==> src/rtl/bus_sequencer_pkg.sv <==
// Shared types for the bus sequencer: state encoding, opcode classes,
// ALU codes and the per-state control-word decode.
package bus_sequencer_pkg;

  typedef enum logic [3:0] {
    S_IDLE, S_T0, S_T1, S_T2, S_T3, S_T4, S_T5, S_T6, S_HALT
  } state_t;

  typedef enum logic [2:0] {
    CLS_R3, CLS_MUL, CLS_DIV, CLS_NOP, CLS_HALT
  } opclass_t;

  localparam logic [4:0] ALU_ADD    = 5'b00000;
  localparam logic [4:0] OP_R3_LAST = 5'b01011;
  localparam logic [4:0] OP_MUL     = 5'b01111;
  localparam logic [4:0] OP_DIV     = 5'b10000;
  localparam logic [4:0] OP_HALT    = 5'b11011;

  typedef struct packed {
    logic       r_out;
    logic       zhi_out;
    logic       zlo_out;
    logic       pc_out;
    logic       mdr_out;
    logic       gra;
    logic       grb;
    logic       grc;
    logic       r_in;
    logic       ir_in;
    logic       mar_in;
    logic       mdr_in;
    logic       y_in;
    logic       z_in;
    logic       hi_in;
    logic       lo_in;
    logic       read;
    logic       inc_pc;
    logic       halted;
    logic [4:0] alu_op;
  } ctl_t;

  // Control word presented while sitting in state s; pc_in is handled outside
  // because it depends on the live memory handshake.
  function automatic ctl_t ctl_for(state_t s, opclass_t c, logic [4:0] op);
    ctl_t k;
    k = '0;
    case (s)
      S_T0: begin
        k.pc_out = 1'b1;
        k.mar_in = 1'b1;
        k.inc_pc = 1'b1;
        k.z_in   = 1'b1;
        k.alu_op = ALU_ADD;
      end
      S_T1: begin
        k.zlo_out = 1'b1;
        k.read    = 1'b1;
        k.mdr_in  = 1'b1;
      end
      S_T2: begin
        k.mdr_out = 1'b1;
        k.ir_in   = 1'b1;
      end
      S_T3: begin
        if (c == CLS_R3 || c == CLS_MUL || c == CLS_DIV) begin
          k.grb   = 1'b1;
          k.r_out = 1'b1;
          k.y_in  = 1'b1;
        end
      end
      S_T4: begin
        k.grc    = 1'b1;
        k.r_out  = 1'b1;
        k.z_in   = 1'b1;
        k.alu_op = op;
      end
      S_T5: begin
        k.zlo_out = 1'b1;
        if (c == CLS_R3) begin
          k.gra  = 1'b1;
          k.r_in = 1'b1;
        end else begin
          k.lo_in = 1'b1;
        end
      end
      S_T6: begin
        k.zhi_out = 1'b1;
        k.hi_in   = 1'b1;
      end
      S_HALT: k.halted = 1'b1;
      default: k = '0;
    endcase
    return k;
  endfunction

endpackage

==> src/rtl/opclass_decode.sv <==
// Maps a 5-bit opcode onto its execution class; anything unlisted is a NOP.
module opclass_decode
  import bus_sequencer_pkg::*;
(
  input  logic [4:0] opcode,
  output opclass_t   opclass
);

  always_comb begin
    opclass = CLS_NOP;
    if (opcode <= OP_R3_LAST)   opclass = CLS_R3;
    else if (opcode == OP_MUL)  opclass = CLS_MUL;
    else if (opcode == OP_DIV)  opclass = CLS_DIV;
    else if (opcode == OP_HALT) opclass = CLS_HALT;
  end

endmodule

==> src/rtl/bus_sequencer.sv <==
// Fetch/execute control sequencer: steps T0..T6 per instruction and drives
// registered bus-source, load and control strobes.
module bus_sequencer
  import bus_sequencer_pkg::*;
(
  input  logic        clock,
  input  logic        clear,
  input  logic        run,
  input  logic [31:0] ir,
  input  logic        mem_rdy,
  output logic        r_out,
  output logic        hi_out,
  output logic        lo_out,
  output logic        zhi_out,
  output logic        zlo_out,
  output logic        pc_out,
  output logic        mdr_out,
  output logic        inport_out,
  output logic        c_out,
  output logic        gra,
  output logic        grb,
  output logic        grc,
  output logic        r_in,
  output logic        pc_in,
  output logic        ir_in,
  output logic        mar_in,
  output logic        mdr_in,
  output logic        y_in,
  output logic        z_in,
  output logic        hi_in,
  output logic        lo_in,
  output logic        read,
  output logic        inc_pc,
  output logic [4:0]  alu_op,
  output logic        halted
);

  state_t     state, state_nxt;
  logic [4:0] opcode, opcode_nxt;
  opclass_t   cls_nxt;
  ctl_t       ctl, ctl_nxt;
  logic       unused_ir;

  assign unused_ir = ^ir[26:0];

  // The opcode is captured as T2 hands over to T3, so T3 already decodes it.
  assign opcode_nxt = (state == S_T2) ? ir[31:27] : opcode;

  opclass_decode u_opclass_decode (
    .opcode  (opcode_nxt),
    .opclass (cls_nxt)
  );

  always_comb begin
    state_nxt = state;
    case (state)
      S_IDLE: if (run) state_nxt = S_T0;
      S_T0:   state_nxt = S_T1;
      S_T1:   if (mem_rdy) state_nxt = S_T2;
      S_T2:   state_nxt = S_T3;
      S_T3: begin
        if (cls_nxt == CLS_NOP)       state_nxt = S_T0;
        else if (cls_nxt == CLS_HALT) state_nxt = S_HALT;
        else                          state_nxt = S_T4;
      end
      S_T4:   state_nxt = S_T5;
      S_T5:   state_nxt = (cls_nxt == CLS_R3) ? S_T0 : S_T6;
      S_T6:   state_nxt = S_T0;
      S_HALT: state_nxt = S_HALT;
      default: state_nxt = S_IDLE;
    endcase
    ctl_nxt = ctl_for(state_nxt, cls_nxt, opcode_nxt);
  end

  // Outputs are registered alongside the state so they line up with it.
  always_ff @(posedge clock or negedge clear) begin
    if (!clear) begin
      state  <= S_IDLE;
      opcode <= '0;
      ctl    <= '0;
    end else begin
      state  <= state_nxt;
      opcode <= opcode_nxt;
      ctl    <= ctl_nxt;
    end
  end

  // pc_in must fire only on the T1 exit cycle, which is known only from mem_rdy.
  assign pc_in = (state == S_T1) && mem_rdy;

  assign r_out      = ctl.r_out;
  assign hi_out     = 1'b0;
  assign lo_out     = 1'b0;
  assign zhi_out    = ctl.zhi_out;
  assign zlo_out    = ctl.zlo_out;
  assign pc_out     = ctl.pc_out;
  assign mdr_out    = ctl.mdr_out;
  assign inport_out = 1'b0;
  assign c_out      = 1'b0;
  assign gra        = ctl.gra;
  assign grb        = ctl.grb;
  assign grc        = ctl.grc;
  assign r_in       = ctl.r_in;
  assign ir_in      = ctl.ir_in;
  assign mar_in     = ctl.mar_in;
  assign mdr_in     = ctl.mdr_in;
  assign y_in       = ctl.y_in;
  assign z_in       = ctl.z_in;
  assign hi_in      = ctl.hi_in;
  assign lo_in      = ctl.lo_in;
  assign read       = ctl.read;
  assign inc_pc     = ctl.inc_pc;
  assign alu_op     = ctl.alu_op;
  assign halted     = ctl.halted;

endmodule

==> config.mk <==
export PLATFORM = sky130hd
export DESIGN_NAME = bus_sequencer
export DESIGN_NICKNAME = d
export VERILOG_FILES = /design/src/rtl/bus_sequencer_pkg.sv /design/src/rtl/opclass_decode.sv /design/src/rtl/bus_sequencer.sv
export SDC_FILE = /design/constraint.sdc
export NUM_CORES = 1
export LEC_CHECK = 0
export CORE_UTILIZATION = 31
export DETAILED_ROUTE_END_ITERATION = 7
export PLACE_DENSITY_LB_ADDON = 0.25
export SYNTH_ARGS = -nofsm -noshare
export SYNTH_HDL_FRONTEND = slang
export SYNTH_SLANG_ARGS = --single-unit
==> constraint.sdc <==
create_clock -name clock -period 2.7 [get_ports clock]
set_input_delay 0.54 -clock clock [delete_from_list [all_inputs] [get_ports clock]]
set_output_delay 0.54 -clock clock [all_outputs]
set_load 0.01 [all_outputs]
# Yosys cells after proc, flatten, opt, wreduce, memory -nomap -nowiden
# Index checks and enable logic that the tools add are counted.
# op_classes
n_eq_ne	23
n_mux	27
n_lt_le_gt_ge	1
reduce_logical	7
# op_table
op	n
4-bit one-hot mux with 9 select lines	1
4-bit by 3-bit == test with 1-bit output, second input constant	8
4-bit by 2-bit == test with 1-bit output, second input constant	4
4-bit 2-to-1 mux	4
3-bit 2-to-1 mux	5
1-bit 2-to-1 mux	14
5-bit == test, second input constant	2
5-bit 2-to-1 mux	2
4-bit by 1-bit == test with 1-bit output, second input constant	2
4-bit == test, second input constant	2
3-bit by 2-bit == test with 1-bit output, second input constant	2
5-bit by 4-bit == test with 1-bit output, second input constant	1
5-bit by 4-bit <= comparator with 1-bit output, second input constant	1
4-bit logical NOT	1
2-bit OR reduction	2
3-bit by 1-bit == test with 1-bit output, second input constant	1
3-bit == test, second input constant	1
3-bit logical NOT	1
1-bit logical OR	2
1-bit one-hot mux with 2 select lines	1
1-bit logical AND	1
# word_totals
input_bits	36
ff_bits	26
elab_cells	73

# Logic depth before layout (Yosys ltp)
# Gate-level depths: netlist of run 1.
# logic_depth
depth_word	14
mapped_depth	6
depth_no_buf	5

# Modules after synthesis
# From an unflattened synthesis of run 1, not the netlist that was laid out.
# hier_totals
hier_cells	108
hier_area_um2	1241.2
# modules_own_cells
mod	area_each_um2	instances	cells_each
bus_sequencer	1174.9	1	99
opclass_decode	66.3	1	9

# Worst setup path before layout of run 1
# No wires, ideal clock.
# synth_timing
path_kind	register to register
from	register state[3]
to	register ctl, in the netlist inc_pc
path_stages_with_launch	7
setup_slack_ns	0.763
synth_period_minus_slack_ns	1.937
arrival_ns	1.816
setup_time_ns	0.121
path_buffers	2
required_ns	2.579
path_cell_list	dfrtp_1 -> buf_6 -> nor4bb_4 -> buf_6 -> mux2i_2 -> o2111ai_1 -> and4bb_1
# synth_rtl
item	line_no	text
from (decl)	bus_sequencer.sv:38	state_t state, state_nxt;
from (signal assigned)	bus_sequencer.sv:82	state <= state_nxt;
to (signal assigned)	bus_sequencer.sv:84	ctl <= ctl_nxt;
to (decl)	bus_sequencer.sv:41	ctl_t ctl, ctl_nxt;

# Final worst setup path of run 1
# layout_timing
from	register state[1]
to	output pc_in
# layout_via
elab_chain_len	2
# layout_lines
item	line_no	text
4-bit by 2-bit == test with 1-bit output	bus_sequencer.sv:89	assign pc_in = (state == S_T1) && mem_rdy;
1-bit logical AND	bus_sequencer.sv:89	
to (decl)	bus_sequencer.sv:24	output logic pc_in,
# Every way passes these cells.

==> results of run 1 <==
final cells by class:
cell class | count | area (um^2) | area share, %
clock buffers | 4 | 55.1 | 3.47
inverters | 5 | 18.8 | 1.18
multi-input cells | 65 | 458 | 28.8
flip-flops and latches | 26 | 651 | 41.0
repair buffers | 35 | 345 | 21.7
well taps | 48 | 60.1 | 3.78
power by group through the flow:
stage          Combinational, uW  Clock (uW)  Sequential, uW
2_1_floorplan                579           0             634
3_3_place_gp                 798           0             666
3_5_place_dp                 810           0             670
4_1_cts                      813         250             663
5_1_grt                      896         264             696
6_report                     810         240             671
Yosys cell counts (2+ instances only):
cell       n
nand3_1    2
mux2_2     4
nand2_1    7
nand2b_1   2
buf_6      3
buf_4     11
buf_2      2
dfrtp_1   26
nor2_1     5
a21boi_0   3
o21ai_0    3
nor4b_1    4
nor3_1     7
a21oi_1    5
inv_1      5
per-stage QoR:
stage	setup WS, ns	cells
detailed placement	0.306	179
floorplan	0.763	112
global route	0.0943	183
CTS	0.191	183
finish	0.207	183
global placement	0.276	179
layer usage:
metal / routed length, um / vias up / GRT usage (%)
met3: 178 / 2 / 3.82
met1: 1020 / 419 / 15.5
met2: 1110 / 39 / 18.2
met4: 12 / 0 / 2.45
li1: - / 418 / -
met5: 0 / - / 0
registers in the layout (all words and copies together) (netlist names):
signal   count
hi_in        1
lo_in        1
ir_in        1
zlo_out      1
opcode       5
r_in         1
state        4
halted       1
r_out        1
alu_op       5
read         1
y_in         1
z_in         1
inc_pc       1
grc          1
logic make-up (layout without fill, tap and decap cells):
| logic type | count (synthesis) | in the layout | synth area share [%] |
|---|---|---|---|
| buffers and inverters | 21 | 44 | 11.7 |
| flip-flops | 26 | 26 | 52.6 |
| multiplexers | 6 | 6 | 5.57 |
| AO/OA/AOI/OAI | 21 | 21 | 12.7 |
| AND/OR/NAND/NOR | 34 | 34 | 17.1 |
| other | 1 | 4 | 0.303 |
worst paths after layout:
path                           start         to  slack (ns)  depth (start not counted)
max in group asynchronous      clear   state[3]        1.82                          2
min                        opcode[1]  opcode[1]        0.57                          1
min reg2reg                opcode[1]  opcode[1]        0.57                          1
max                         state[1]      pc_in        0.21                          3
max reg2reg                 state[0]     inc_pc        0.38                          4
min in group asynchronous      clear       read        0.64                          2
worst register-to-register path, cell delays in order (launching register included):
cell and delay (ns):
dfrtp_1 0.58, nor4bb_4 0.70, mux2i_2 0.30, o2111ai_1 0.31, and4bb_1 0.32
==> flow_metrics.env, run 1 <==
export IMPL_status="finished, final reports clean"
export IMPL_clock_sinks=26
export IMPL_synth_main_ff_cell="dfrtp_1"
export IMPL_slowest_delay_ns=0.60
export IMPL_end_kind="output port"
export IMPL_coreArea_um2=3740
export IMPL_dr_total_vias=878
export IMPL_fp_dieH_um=65.2
export IMPL_cp_required_ns=2.16
export IMPL_final_setup_tns_ns=0
export IMPL_drtPass1Iterations=4
export IMPL_critical_path_buf_inv_count=1
export IMPL_clk_pin_slew_ns=0.08
export IMPL_vias_per_cell=4.80
export IMPL_clkLatencyLatePin_ns=0.26
export IMPL_wirelength_um=2320
export IMPL_post_route_drc_count=0
export IMPL_grt_pass1_vias=787
export IMPL_drt_iter0_markers=36
export IMPL_rsz0062_at_grt="no"
export IMPL_die_x_um=65.2
export IMPL_synthDistinctLibCells=35
export IMPL_syn_inst=109
export IMPL_diodes=0
export IMPL_portBuffers=33
export IMPL_design_area_um2=1590
export IMPL_synth_area_leaders="dfrtp_1 53%, buf_4 6.7%, mux2_2 3.6%, nor3_1 2.8%, nor4b_1 2.8%"
export IMPL_cap_viol_max_count=0
export IMPL_grt_pass1_wl_um=3750
export IMPL_critPathMaxFanout=13
export IMPL_ys_seq_area_share_pct=52.6
export IMPL_gp_congestion=0.817
export IMPL_synth_top_area_share_pct=52.6
export IMPL_htree_levels=1
export IMPL_slowest_stage="dfrtp_1"
export IMPL_synthArstFlopShare_pct=100
export IMPL_finalSetupViolations=0
export IMPL_place_hpwl_um=1670
export IMPL_area_delta_synth_final_pct=28.4
export IMPL_synth_edff_count=0
export IMPL_tightest_slew_ns=0.642
export IMPL_p_switching_uw=648
export IMPL_clock_power_share_pct=13.9
export IMPL_hold_slack_ns=0.569
export IMPL_yosysWarningCount=0
export IMPL_maxSlewViolCount=0
export IMPL_cts_tree="yes"
export IMPL_fin_util_pct=42.4
export IMPL_cts_path_max_buffers=2
export IMPL_numCtsBuffers=3
export IMPL_hp_class="reg -> reg"
export IMPL_track_usage_pct=11.6
export IMPL_grt_max_degree=27
export IMPL_worstPathArrival_ns=1.95
export IMPL_ant_nets=0
export IMPL_final_common_cell="clkdlybuf4s50_1"
export IMPL_row_count=22
export IMPL_p_comb_share_pct=47.1
export IMPL_period_share_pct=92.3
export IMPL_cts_root_buf="clkbuf_8"
export IMPL_synth_seq_cells=26
export IMPL_p_int_uw=1070
export IMPL_antenna_found_initial=0
export IMPL_syn_area_per_cell_um2=11.3
export IMPL_wl_per_cell_um=12.7
export IMPL_cp_top_family="flip-flops"
export IMPL_floorplan_die_area_um2=4240
export IMPL_cts_setup_buffers=0
export IMPL_ios=65
export IMPL_switching_share_pct=37.7
export IMPL_crit_chain="nand2b_1 > nor4b_2 > clkdlybuf4s50_1"
export IMPL_drive_above_1_share_pct=12.6
export IMPL_vdd_drop_max_mv=0.488
export IMPL_layout_common_cells="33 x clkdlybuf4s50_1, 26 x dfrtp_1, 7 x nand2_1, 7 x nor3_1"
export IMPL_hold_viol_final=0
export IMPL_overflow=0
export IMPL_leakage_uw=0.000673
export IMPL_seqPwrFrac_pct=39.0
export IMPL_worstSetupStartpointType="register"
export IMPL_synth_area_um2=1240
export IMPL_postCtsHoldBufs=0
export IMPL_power_density_nw_per_um2=1080
export IMPL_fillers=361
export IMPL_initial_utilization_pct=33.0
export IMPL_finClkSkew_ns=0.00240
export IMPL_synth_top_cell_by_area="dfrtp_1"
export IMPL_cts_resized=0
export IMPL_maxSlewHeadroom_pct=57.2
export IMPL_post_route_min_period_ns=2.49
export IMPL_crit_type="reg -> out"
export IMPL_fin_nets=172
export IMPL_fmax_mhz=401
export IMPL_placed_cell_area_um2=1530
export IMPL_p_total_uw=1720
(Power assumes the default switching activity.)
==> inputs of run 2 (changes only) <==
--- a/config.mk
+++ b/config.mk
@@ -6,8 +6,10 @@
 export NUM_CORES = 1
 export LEC_CHECK = 0
 export CORE_UTILIZATION = 31
+export CTS_CLUSTER_SIZE = 16
 export DETAILED_ROUTE_END_ITERATION = 7
 export PLACE_DENSITY_LB_ADDON = 0.25
+export RECOVER_POWER = 100
 export SYNTH_ARGS = -nofsm -noshare
 export SYNTH_HDL_FRONTEND = slang
 export SYNTH_SLANG_ARGS = --single-unit
==> run 2 against run 1 <==
Non-clock buffer count stayed put. Die area stayed put. Register-to-register slack worse by 0.03 ns. Routed wire length is 0.86% lower. Sequential share of layout area is 0.19 points higher. Flip-flop and latch count stayed put. Clock power hardly changed. Via count is 1.4% lower. Maximum frequency is 1.9% lower. Count of clock-buffer cells in the layout stayed put. Global-route usage stayed put.
==> flow_metrics.env, run 2 (synthesized netlist as in run 1, its figures left out) <==
export IMPL_fp_dieH_um=65.2
export IMPL_coreArea_um2=3740
export IMPL_cts_tree="yes"
export IMPL_htree_levels=1
export IMPL_cap_viol_max_count=0
export IMPL_drive_above_1_share_pct=9.63
export IMPL_period_share_pct=94.1
export IMPL_critical_path_buf_inv_count=1
export IMPL_cts_path_max_buffers=2
export IMPL_final_common_cell="dlygate4sd3_1"
export IMPL_cp_top_family="buffers and inverters"
export IMPL_crit_type="reg -> out"
export IMPL_fillers=360
export IMPL_dr_wl_met3_um=164
export IMPL_die_x_um=65.2
export IMPL_placed_cells=179
export IMPL_r2r_slack_ns=0.35
export IMPL_cts_root_buf="clkbuf_8"
export IMPL_rsz0062_at_grt="no"
export IMPL_initial_utilization_pct=33.0
export IMPL_fmax_mhz=394
export IMPL_fin_ws_ns=0.160
export IMPL_portBuffers=33
export IMPL_clkLatencyLatePin_ns=0.26
export IMPL_final_setup_tns_ns=0
export IMPL_tightest_slew_ns=1.32
export IMPL_slowest_stage="dlygate4sd3_1"
export IMPL_ios=65
export IMPL_clk_pin_slew_ns=0.08
export IMPL_worstPathArrival_ns=2.00
export IMPL_hold_slack_ns=0.559
export IMPL_layout_common_cells="27 x dlygate4sd3_1, 26 x dfrtp_1, 7 x nand2_1, 7 x nor3_1, 6 x clkdlybuf4s50_1"
export IMPL_vdd_drop_max_mv=0.471
export IMPL_wirelength_um=2300
export IMPL_post_route_min_period_ns=2.54
export IMPL_place_hpwl_um=1670
export IMPL_critPathMaxFanout=13
export IMPL_area_delta_synth_final_pct=27.8
export IMPL_cts_resized=0
export IMPL_grt_pass1_wl_um=3750
export IMPL_p_total_uw=1660
export IMPL_cp_required_ns=2.16
export IMPL_drt_iter0_markers=26
export IMPL_status="finished, final reports clean"
export IMPL_power_density_nw_per_um2=1050
export IMPL_wl_per_cell_um=12.6
export IMPL_overflow=0
export IMPL_wl_met2_um=1110
export IMPL_floorplan_die_area_um2=4240
export IMPL_grt_max_degree=27
export IMPL_gp_congestion=0.817
export IMPL_top_layer_used="met4"
export IMPL_cts_setup_buffers=0
export IMPL_track_usage_pct=11.6
export IMPL_fin_nets=172
export IMPL_clock_sinks=26
export IMPL_maxSlewViolCount=0
export IMPL_dr_total_vias=866
export IMPL_postCtsHoldBufs=0
export IMPL_instances_no_fill=183
export IMPL_worstSetupStartpointType="register"
export IMPL_place_ws_ns=0.306
export IMPL_hold_viol_final=0
export IMPL_finalSetupViolations=0
export IMPL_drtPass1Iterations=4
export IMPL_wl_met1_um=1010
export IMPL_post_route_drc_count=0
export IMPL_vias_per_cell=4.73
export IMPL_diodes=0
export IMPL_leakage_uw=0.000742
export IMPL_antenna_found_initial=0
export IMPL_row_count=22
export IMPL_ant_nets=0
export IMPL_grt_pass1_vias=787
export IMPL_crit_chain="nand2b_1 > nor4b_2 > dlygate4sd3_1"
export IMPL_maxSlewHeadroom_pct=12.3
export IMPL_end_kind="output port"
export IMPL_hp_class="reg -> reg"
export IMPL_finClkSkew_ns=0.00162
export IMPL_slowest_delay_ns=0.64
export IMPL_numCtsBuffers=3
[run 2: changes by cell type in the layout (fill, tap and decap cells not counted), sizes merged]
cell	previous run	this run
buf	2	0
clkbuf	4	6
clkdlybuf4s50	33	6
dlygate4sd3	0	27
[run 2: worst paths after layout]
kind,cells past startpoint,endpoint,start
setup / recovery,3,pc_in,state[1]
hold / removal,1,opcode[1],opcode[1]
setup reg to reg,5,inc_pc,state[0]
hold reg to reg,1,opcode[1],opcode[1]
max in group asynchronous,2,opcode[3],clear
min in group asynchronous,2,read,clear
[run 2: layout make-up]
cell class / count / area [um^2] / share of cell area, %
flip-flops and latches: 26 / 651 / 41.2
inverters: 5 / 18.8 / 1.19
well taps: 48 / 60.1 / 3.80
multi-input cells: 65 / 458 / 29.0
clock buffers: 4 / 55.1 / 3.48
repair buffers: 35 / 338 / 21.4
[run 2: where the power goes]
part	total (uW)	switching, uW	internal [uW]
clock	239	109	130
sequential	665	141	524
combinational	758	391	366
total	1660	641	1020
[run 2: through the flow]
step	utilization, %	cell area (um^2)
3_3_place_gp	40.8	1530
3_5_place_dp	40.8	1530
5_1_grt	42.2	1580
2_1_floorplan	-	1250
4_1_cts	42.2	1580
6_report	42.2	1580
[run 2: layer usage]
layer / GRT usage [%] / vias to the layer above
met5: 0 / -
met4: 2.45 / 0
met3: 3.82 / 2
met2: 18.2 / 33
met1: 15.5 / 413
li1: - / 418
[run 2: worst reg2reg max path, cell delays in order, from the launching register on]
cell and delay, ns:
dfrtp_1 0.58, nor4bb_4 0.70, mux2i_2 0.30, clkbuf_1 0.27
o211ai_4 0.16, and4bb_1 0.25
